==> config.mk <==
export PLATFORM = sky130hd
export DESIGN_NAME = alu_result_serializer
export DESIGN_NICKNAME = d
export VERILOG_FILES = /design/src/rtl/alu_pkg.sv /design/src/rtl/bit_tick_gen.sv /design/src/rtl/alu_result_serializer.sv
export SDC_FILE = /design/constraint.sdc
export NUM_CORES = 1
export LEC_CHECK = 0
export BUFFER_PORTS_ARGS = -buffer_cell sky130_fd_sc_hd__clkbuf_2
export CORE_MARGIN = 2
export CORE_UTILIZATION = 45
export DETAILED_ROUTE_END_ITERATION = 8
export PLACE_DENSITY = 0.65
export SYNTH_ARGS = -nofsm -noshare
export SYNTH_HDL_FRONTEND = slang
export SYNTH_HIERARCHICAL = 1
export SYNTH_SLANG_ARGS = --single-unit
==> constraint.sdc <==
create_clock -name clk -period 2.74 [get_ports clk]
set_input_delay 0.548 -clock clk [delete_from_list [all_inputs] [get_ports clk]]
set_output_delay 0.548 -clock clk [all_outputs]
set_load 0.01 [all_outputs]
==> src/rtl/alu_pkg.sv <==
// Purpose: shared ALU definitions, including the func codes, frame geometry and serializer FSM states.
// Latency: n/a (definitions only).
// Backpressure: n/a.
package alu_pkg;

    localparam logic [2:0] FUNC_NOT  = 3'b001;
    localparam logic [2:0] FUNC_AND  = 3'b010;
    localparam logic [2:0] FUNC_OR   = 3'b011;
    localparam logic [2:0] FUNC_XOR  = 3'b100;
    localparam logic [2:0] FUNC_XNOR = 3'b101;
    localparam logic [2:0] FUNC_NOR  = 3'b110;
    localparam logic [2:0] FUNC_NAND = 3'b111;

    localparam int FUNC_BITS  = 3;
    localparam int DATA_BITS  = 16;
    localparam int FRAME_BITS = 22;

    typedef enum logic [2:0] {
        ST_IDLE   = 3'd0,
        ST_START  = 3'd1,
        ST_FUNC   = 3'd2,
        ST_DATA   = 3'd3,
        ST_PARITY = 3'd4,
        ST_STOP   = 3'd5
    } ser_state_t;

    // Parity covers func and data; odd_sel flips even parity to odd parity.
    function automatic logic frame_parity(input logic [FUNC_BITS-1:0] f,
                                          input logic [DATA_BITS-1:0] r,
                                          input logic odd_sel);
        return (^{f, r}) ^ odd_sel;
    endfunction

endpackage

==> src/rtl/bit_tick_gen.sv <==
// Purpose: bit-period timer; tick marks the last cycle of each bit period, and pre_tick marks the cycle before it.
// Latency: tick is decoded from the count register. The count restarts from zero on the first cycle with en high.
// Backpressure: none; the timer free-runs while en is high.
module bit_tick_gen #(
    parameter int CLKS_PER_BIT = 1
) (
    input  logic clk,
    input  logic rst,
    input  logic en,
    output logic tick,
    output logic pre_tick
);

    localparam int            CW      = $clog2(CLKS_PER_BIT) + 1;
    localparam logic [CW-1:0] LAST    = CW'(CLKS_PER_BIT - 1);
    localparam bit            HAS_PRE = (CLKS_PER_BIT > 1);
    localparam logic [CW-1:0] PRE     = HAS_PRE ? CW'(CLKS_PER_BIT - 2) : '0;

    logic [CW-1:0] cnt;

    // The count is held at zero while disabled, so each frame starts a fresh period.
    always_ff @(posedge clk) begin
        if (rst || !en) begin
            cnt <= '0;
        end else if (cnt == LAST) begin
            cnt <= '0;
        end else begin
            cnt <= cnt + 1'b1;
        end
    end

    assign tick     = en && (cnt == LAST);
    assign pre_tick = en && HAS_PRE && (cnt == PRE);

endmodule

==> src/rtl/alu_result_serializer.sv <==
// Purpose: captures one ALU result and its func code, then shifts out the frame: start, func, data, parity, stop.
// Latency: the start bit appears one cycle after the handshake; a frame lasts 22*CLKS_PER_BIT cycles, followed by one idle cycle.
// Backpressure: in_ready is high only in IDLE; in_valid is ignored while a frame is in flight.
module alu_result_serializer
    import alu_pkg::*;
#(
    parameter int CLKS_PER_BIT = 1,
    parameter bit ODD_PARITY   = 1'b0
) (
    input  logic                 clk,
    input  logic                 rst,
    input  logic                 in_valid,
    output logic                 in_ready,
    input  logic [DATA_BITS-1:0] res,
    input  logic [FUNC_BITS-1:0] func,
    output logic                 sdo,
    output logic                 busy,
    output logic                 done
);

    localparam int SH_W = FUNC_BITS + DATA_BITS;

    ser_state_t      state;
    logic [SH_W-1:0] shreg;
    logic            par;
    logic [3:0]      bit_idx;
    logic            tick;
    logic            pre_tick;
    logic            tick_en;
    logic            done_set;

    assign tick_en  = (state != ST_IDLE);
    assign in_ready = (state == ST_IDLE);

    bit_tick_gen #(
        .CLKS_PER_BIT(CLKS_PER_BIT)
    ) u_tick (
        .clk     (clk),
        .rst     (rst),
        .en      (tick_en),
        .tick    (tick),
        .pre_tick(pre_tick)
    );

    // done is registered, so it is set one cycle early: on entry to the final STOP cycle.
    always_comb begin
        done_set = 1'b0;
        if (CLKS_PER_BIT == 1) begin
            done_set = (state == ST_PARITY) && tick;
        end else begin
            done_set = (state == ST_STOP) && pre_tick;
        end
    end

    always_ff @(posedge clk) begin
        if (rst) begin
            state   <= ST_IDLE;
            sdo     <= 1'b1;
            busy    <= 1'b0;
            done    <= 1'b0;
            shreg   <= '0;
            par     <= 1'b0;
            bit_idx <= '0;
        end else begin
            done <= done_set;
            case (state)
                ST_IDLE: begin
                    if (in_valid) begin
                        state <= ST_START;
                        shreg <= {func, res};
                        par   <= frame_parity(func, res, ODD_PARITY);
                        sdo   <= 1'b0;
                        busy  <= 1'b1;
                    end
                end
                ST_START: begin
                    if (tick) begin
                        state   <= ST_FUNC;
                        sdo     <= shreg[SH_W-1];
                        shreg   <= {shreg[SH_W-2:0], 1'b0};
                        bit_idx <= 4'(FUNC_BITS - 1);
                    end
                end
                ST_FUNC: begin
                    if (tick) begin
                        sdo   <= shreg[SH_W-1];
                        shreg <= {shreg[SH_W-2:0], 1'b0};
                        if (bit_idx == 4'd0) begin
                            state   <= ST_DATA;
                            bit_idx <= 4'(DATA_BITS - 1);
                        end else begin
                            bit_idx <= bit_idx - 1'b1;
                        end
                    end
                end
                ST_DATA: begin
                    if (tick) begin
                        if (bit_idx == 4'd0) begin
                            state <= ST_PARITY;
                            sdo   <= par;
                        end else begin
                            sdo     <= shreg[SH_W-1];
                            shreg   <= {shreg[SH_W-2:0], 1'b0};
                            bit_idx <= bit_idx - 1'b1;
                        end
                    end
                end
                ST_PARITY: begin
                    if (tick) begin
                        state <= ST_STOP;
                        sdo   <= 1'b1;
                    end
                end
                ST_STOP: begin
                    if (tick) begin
                        state <= ST_IDLE;
                        busy  <= 1'b0;
                    end
                end
                default: begin
                    state <= ST_IDLE;
                    sdo   <= 1'b1;
                    busy  <= 1'b0;
                end
            endcase
        end
    end

endmodule

==> flow_metrics.env, run 1 <==
export IMPL_fin_setup_tns_ns=0
export IMPL_finalPower_mw=1.31
export IMPL_wl_per_cell_um=12.9
export IMPL_coreArea_sq_um=3690
export IMPL_dieArea_sq_um=4370
export IMPL_clock_latency_ns=0.28
export IMPL_fmax_mhz=482
export IMPL_drtIter0Drc=114
export IMPL_final_area_sq_um=1970
export IMPL_required_ns=2.94
export IMPL_clock_sinks=31
export IMPL_die_w_um=66.1
export IMPL_nets=243
export IMPL_antenna_found_initial=0
export IMPL_clockBufferDepth=2
export IMPL_syn_area_per_cell_sq_um=8.86
export IMPL_initial_utilization=0.471
export IMPL_period_minus_slack_ns=2.08
export IMPL_fp_dieH_um=66.1
export IMPL_p_leak_nw=0.847
export IMPL_grt_pass1_vias=1416
export IMPL_globalRoute_totalOverflow=0
export IMPL_setup_violations=0
export IMPL_cts_clk_slew_worst_paths_ns=0.07
export IMPL_cts_buffers=5
export IMPL_rr_endpoint="shreg[7]"
export IMPL_tritoncts="yes"
export IMPL_drc=0
export IMPL_port_buffers=25
export IMPL_reg2reg_depth=9
export IMPL_postRouteAntennaNets=0
export IMPL_synth_area_sq_um=1740
export IMPL_syn_instance_count=196
export IMPL_synth_nets=219
export IMPL_layout_drive_gt1_share=0.195
export IMPL_routed_via_count=1476
export IMPL_dp_final_hpwl_um=2410
export IMPL_yosysWarningCount=6
export IMPL_arrival_ns=2.27
export IMPL_fin_crit_sh=0.757
export IMPL_rrSetupSlack_ns=0.66
export IMPL_ctsHtreeMaxLevel=2
export IMPL_multi_input_comb_area_sq_um=1010
export IMPL_slew_viol_final=0
export IMPL_hold_viol=0
export IMPL_gp_congestion=0.803
export IMPL_rsz0062_at_grt="no"
export IMPL_cts_hold_buf=0
export IMPL_timing_max_cap_violations=0
export IMPL_status="finished, final reports clean"
export IMPL_cts_root_buf="clkbuf_8"
export IMPL_worstSetupPathType="flip-flop to flip-flop"
export IMPL_min_to="shreg[0]"
export IMPL_powerDensity_nw_per_um2=667
export IMPL_whs_ns=0.477
export IMPL_holdPathStages=2
export IMPL_rows=22
export IMPL_finClkSkew_ns=0.00364
export IMPL_area_delta_synth_final_pct=13.3
export IMPL_antenna_cells=0
export IMPL_vias_per_cell=5.49
export IMPL_placed_cell_area_sq_um=1880
export IMPL_wirelength_um=3470
export IMPL_post_cts_buffers=0
export IMPL_min_from="shreg[0]"
export IMPL_grt_use_total=0.186
export IMPL_startpoint_type="flip-flop"
export IMPL_end_kind="flip-flop"
export IMPL_reg2reg_from="state[2]"
export IMPL_hold_class="flip-flop to flip-flop"
export IMPL_grt_pass1_wl_um=6250
export IMPL_n_fill_cell=380
export IMPL_regArea_sq_um=621
export IMPL_ios=26
export IMPL_cts_repair_resized=0
export IMPL_first_pass_iters=4
export IMPL_crit_fanout=38
export IMPL_irDropWorstVdd_v=0.000418
export IMPL_grt_max_degree=39
cell usage in the layout, fill, tap and decap left out, types with 2 or more instances in the layout:
cell type	count
a2111oi_0	2
a211oi_1	19
a21oi_1	11
and3_1	2
buf_4	6
clkbuf_2	25
clkbuf_8	5
dfxtp_1	31
inv_1	7
mux2i_1	19
nand2_1	9
nand2b_1	2
nand3_1	6
nor2_1	26
nor3_1	2
nor4_1	2
o21a_1	2
o21ai_0	2
xnor2_1	14
area by class of cell:
| type | count | area share |
|---|---|---|
| clock buffer | 6 | 0.0369 |
| sequential | 31 | 0.315 |
| clock inverter | 2 | 0.00636 |
| timing repair buffer | 31 | 0.0865 |
| tap | 48 | 0.0305 |
| inverter | 7 | 0.0134 |
| multi-input combinational | 144 | 0.511 |
registers in the layout (all words and copies together), names as in the netlist:
| name | flops |
|---|---|
| par | 1 |
| bit_idx | 4 |
| sdo | 1 |
| shreg | 19 |
| done | 1 |
| u_tick/cnt | 1 |
| busy | 1 |
| state | 3 |
report_power, final:
| part | internal (mW) | total, mW | leakage [nW] | switching (mW) |
|---|---|---|---|---|
| Sequential | 0.521 | 0.558 | 0.256 | 0.0370 |
| Clock | 0.177 | 0.351 | 0.0412 | 0.174 |
| Combinational | 0.186 | 0.403 | 0.550 | 0.217 |
worst max-delay path, cell delays in order, from the launching register on:
cell,delay [ns]
dfxtp_1,0.34
inv_1,0.12
nand2_1,0.10
nor2b_4,0.26
inv_1,0.17
a21oi_1,0.17
o311a_2,0.18
buf_4,0.33
nor2_1,0.09
a211oi_1,0.23
routing by layer:
metal,global-route usage,share of wire,vias up
met3,0.0511,0.033,6
li1,-,-,752
met5,0,0,-
met2,0.320,0.48,24
met4,0.0689,0.016,0
met1,0.218,0.47,694
per-stage QoR:
stage | util | cells | setup slack (ns)
after floorplan | - | 196 | 0.829
after global placement | 0.511 | 261 | 0.711
after detailed placement | 0.511 | 261 | 0.676
after CTS | 0.534 | 269 | 0.670
after global routing | 0.534 | 269 | 0.451
final | 0.534 | 269 | 0.665
how the worst max path moves through the flow:
stage,start,end,slack [ns],cells past startpoint
3_3_place_gp,state[2],shreg[3],0.71,9
3_5_place_dp,state[2],shreg[7],0.68,9
6_report,state[2],shreg[7],0.66,9
4_1_cts,state[2],shreg[7],0.67,9
5_1_grt,state[2],shreg[7],0.45,9
2_1_floorplan,state[2],shreg[18],0.83,12
(Power assumes the default switching activity.)
==> run 2, diff against run 1 <==
Settings changed: ABC_AREA from default to 1, PLACE_DENSITY 0.65 to default.
Clock period 2.74 ns to 2.1 ns, I/O delays scaled along.
==> run 2 against run 1 <==
Compared with the run above:
- fmax grew 16%
- synthesized cell count grew 59%
- sequential share of layout area shrank 2.8 points
- utilization grew 0.24 points
- combinational power grew to 3.3 times the previous value
- global-route usage grew 0.82 points
- worst hold slack lost 0.059 ns
- worst setup slack lost 0.36 ns
- final cell count grew 45%
- clock power grew 49%
- non-clock buffer count shrank 1
- die area grew 8.8%
==> flow_metrics.env, run 2 <==
export IMPL_grt_use_total=0.194
export IMPL_layout_commonest_cell="nand2_1"
export IMPL_gp_congestion=0.802
export IMPL_cts_buffers=5
export IMPL_clockBufferDepth=2
export IMPL_vias_per_cell=4.73
export IMPL_clock_latency_ns=0.28
export IMPL_stdcell_count=391
export IMPL_timing_max_cap_violations=0
export IMPL_min_from="res[0]"
export IMPL_irDropWorstVdd_v=0.000625
export IMPL_status="finished, final reports clean"
export IMPL_cts_root_buf="clkbuf_8"
export IMPL_largest_register="shreg"
export IMPL_largest_reg_flops=19
export IMPL_dp_slack_ns=0.297
export IMPL_rr_endpoint="shreg[5]"
export IMPL_first_pass_iters=4
export IMPL_grt_pass1_wl_um=6840
export IMPL_cts_hold_buf=0
export IMPL_whs_ns=0.418
export IMPL_dp_final_hpwl_um=3010
export IMPL_fin_crit_sh=0.854
export IMPL_hold_class="input pin to flip-flop"
export IMPL_placed_cell_area_sq_um=2060
export IMPL_ios=26
export IMPL_postRouteAntennaNets=0
export IMPL_holdPathStages=3
export IMPL_n_fill_cell=424
export IMPL_tritoncts="yes"
export IMPL_nets=363
export IMPL_drtIter0Drc=123
export IMPL_startpoint="state[1]"
export IMPL_layout_common_cells="nand2_1, nor2_1, inv_1"
export IMPL_hold_viol=0
export IMPL_fin_util=0.536
export IMPL_port_buffers=25
export IMPL_wl_per_cell_um=10.3
export IMPL_grt_pass1_vias=1595
export IMPL_rows=23
export IMPL_finClkSkew_ns=0.00205
export IMPL_top_regs="shreg: 19 flops, bit_idx: 4 flops, state: 3 flops"
export IMPL_area_delta_synth_final_pct=13.7
export IMPL_fin_setup_tns_ns=0
export IMPL_p_leak_nw=1.08
export IMPL_clock_sinks=31
export IMPL_reg2reg_depth=10
export IMPL_synth_nets=335
export IMPL_initial_utilization=0.471
export IMPL_ctsHtreeMaxLevel=2
export IMPL_worstSetupPathType="flip-flop to flip-flop"
export IMPL_fp_dieH_um=69.0
export IMPL_finalPower_mw=2.72
export IMPL_final_area_sq_um=2160
export IMPL_coreArea_sq_um=4030
export IMPL_required_ns=2.28
export IMPL_dieArea_sq_um=4760
export IMPL_placed_cells=383
export IMPL_wirelength_um=4040
export IMPL_yosysWarningCount=6
export IMPL_cts_repair_resized=0
export IMPL_powerDensity_nw_per_um2=1260
export IMPL_synth_area_sq_um=1900
export IMPL_crit_fanout=13
export IMPL_arrival_ns=1.97
export IMPL_rsz0062_at_grt="no"
export IMPL_slew_viol_final=0
export IMPL_end_kind="flip-flop"
export IMPL_rrSetupSlack_ns=0.31
export IMPL_setup_violations=0
export IMPL_worst_slack_ns=0.306
export IMPL_post_cts_buffers=0
export IMPL_min_to="shreg[0]"
export IMPL_antenna_found_initial=0
export IMPL_reg2reg_from="state[1]"
export IMPL_grt_max_degree=30
export IMPL_routed_via_count=1851
export IMPL_syn_instance_count=312
export IMPL_cts_clk_slew_worst_paths_ns=0.06
export IMPL_syn_area_per_cell_sq_um=6.09
export IMPL_startpoint_type="flip-flop"
export IMPL_drc=0
export IMPL_globalRoute_totalOverflow=0
export IMPL_layout_drive_gt1_share=0.144
export IMPL_fmax_mhz=558
export IMPL_period_minus_slack_ns=1.79
export IMPL_die_w_um=69.0
export IMPL_antenna_cells=0
==> run 2: worst max-delay path, stage by stage, from the launching register on <==
cell       delay (ns)
dfxtp_1          0.48
nor2_4           0.08
nand2_2          0.09
inv_1            0.05
nor2_2           0.17
inv_1            0.09
nand2_1          0.11
o2111ai_4        0.18
buf_4            0.24
o21ai_1          0.13
nor2_1           0.05
==> run 2: layout make-up <==
cell class | count | area, sq um | area share
Inverter | 38 | 143 | 0.0660
Tap cell | 50 | 62.6 | 0.0290
Clock buffer | 8 | 100 | 0.0463
Timing Repair Buffer | 30 | 163 | 0.0753
Sequential cell | 31 | 621 | 0.287
Multi-Input combinational cell | 234 | 1070 | 0.496
==> run 2: metal layers <==
metal  vias to the layer above  global-route usage  wire length [um]
li1                       1029                   -                 -
met1                       789               0.263              2230
met2                        27               0.299              1620
met3                         6              0.0536               138
met4                         0              0.0588                53
met5                         -                   0                 0
==> run 2: report_power, final <==
| group | internal [mW] | leakage [nW] | switching [mW] |
|---|---|---|---|
| clock | 0.299 | 0.0515 | 0.223 |
| sequential | 0.777 | 0.255 | 0.106 |
| combinational | 0.461 | 0.776 | 0.856 |
| total | 1.54 | 1.08 | 1.19 |
==> run 2: how the worst max path moves through the flow <==
stage | endpoint | slack [ns] | cells after the start
3_5_place_dp | shreg[0] | 0.30 | 10
3_3_place_gp | shreg[6] | 0.40 | 10
5_1_grt | shreg[16] | 0.13 | 11
6_report | shreg[5] | 0.31 | 10
2_1_floorplan | shreg[14] | 0.48 | 10
4_1_cts | shreg[0] | 0.30 | 10
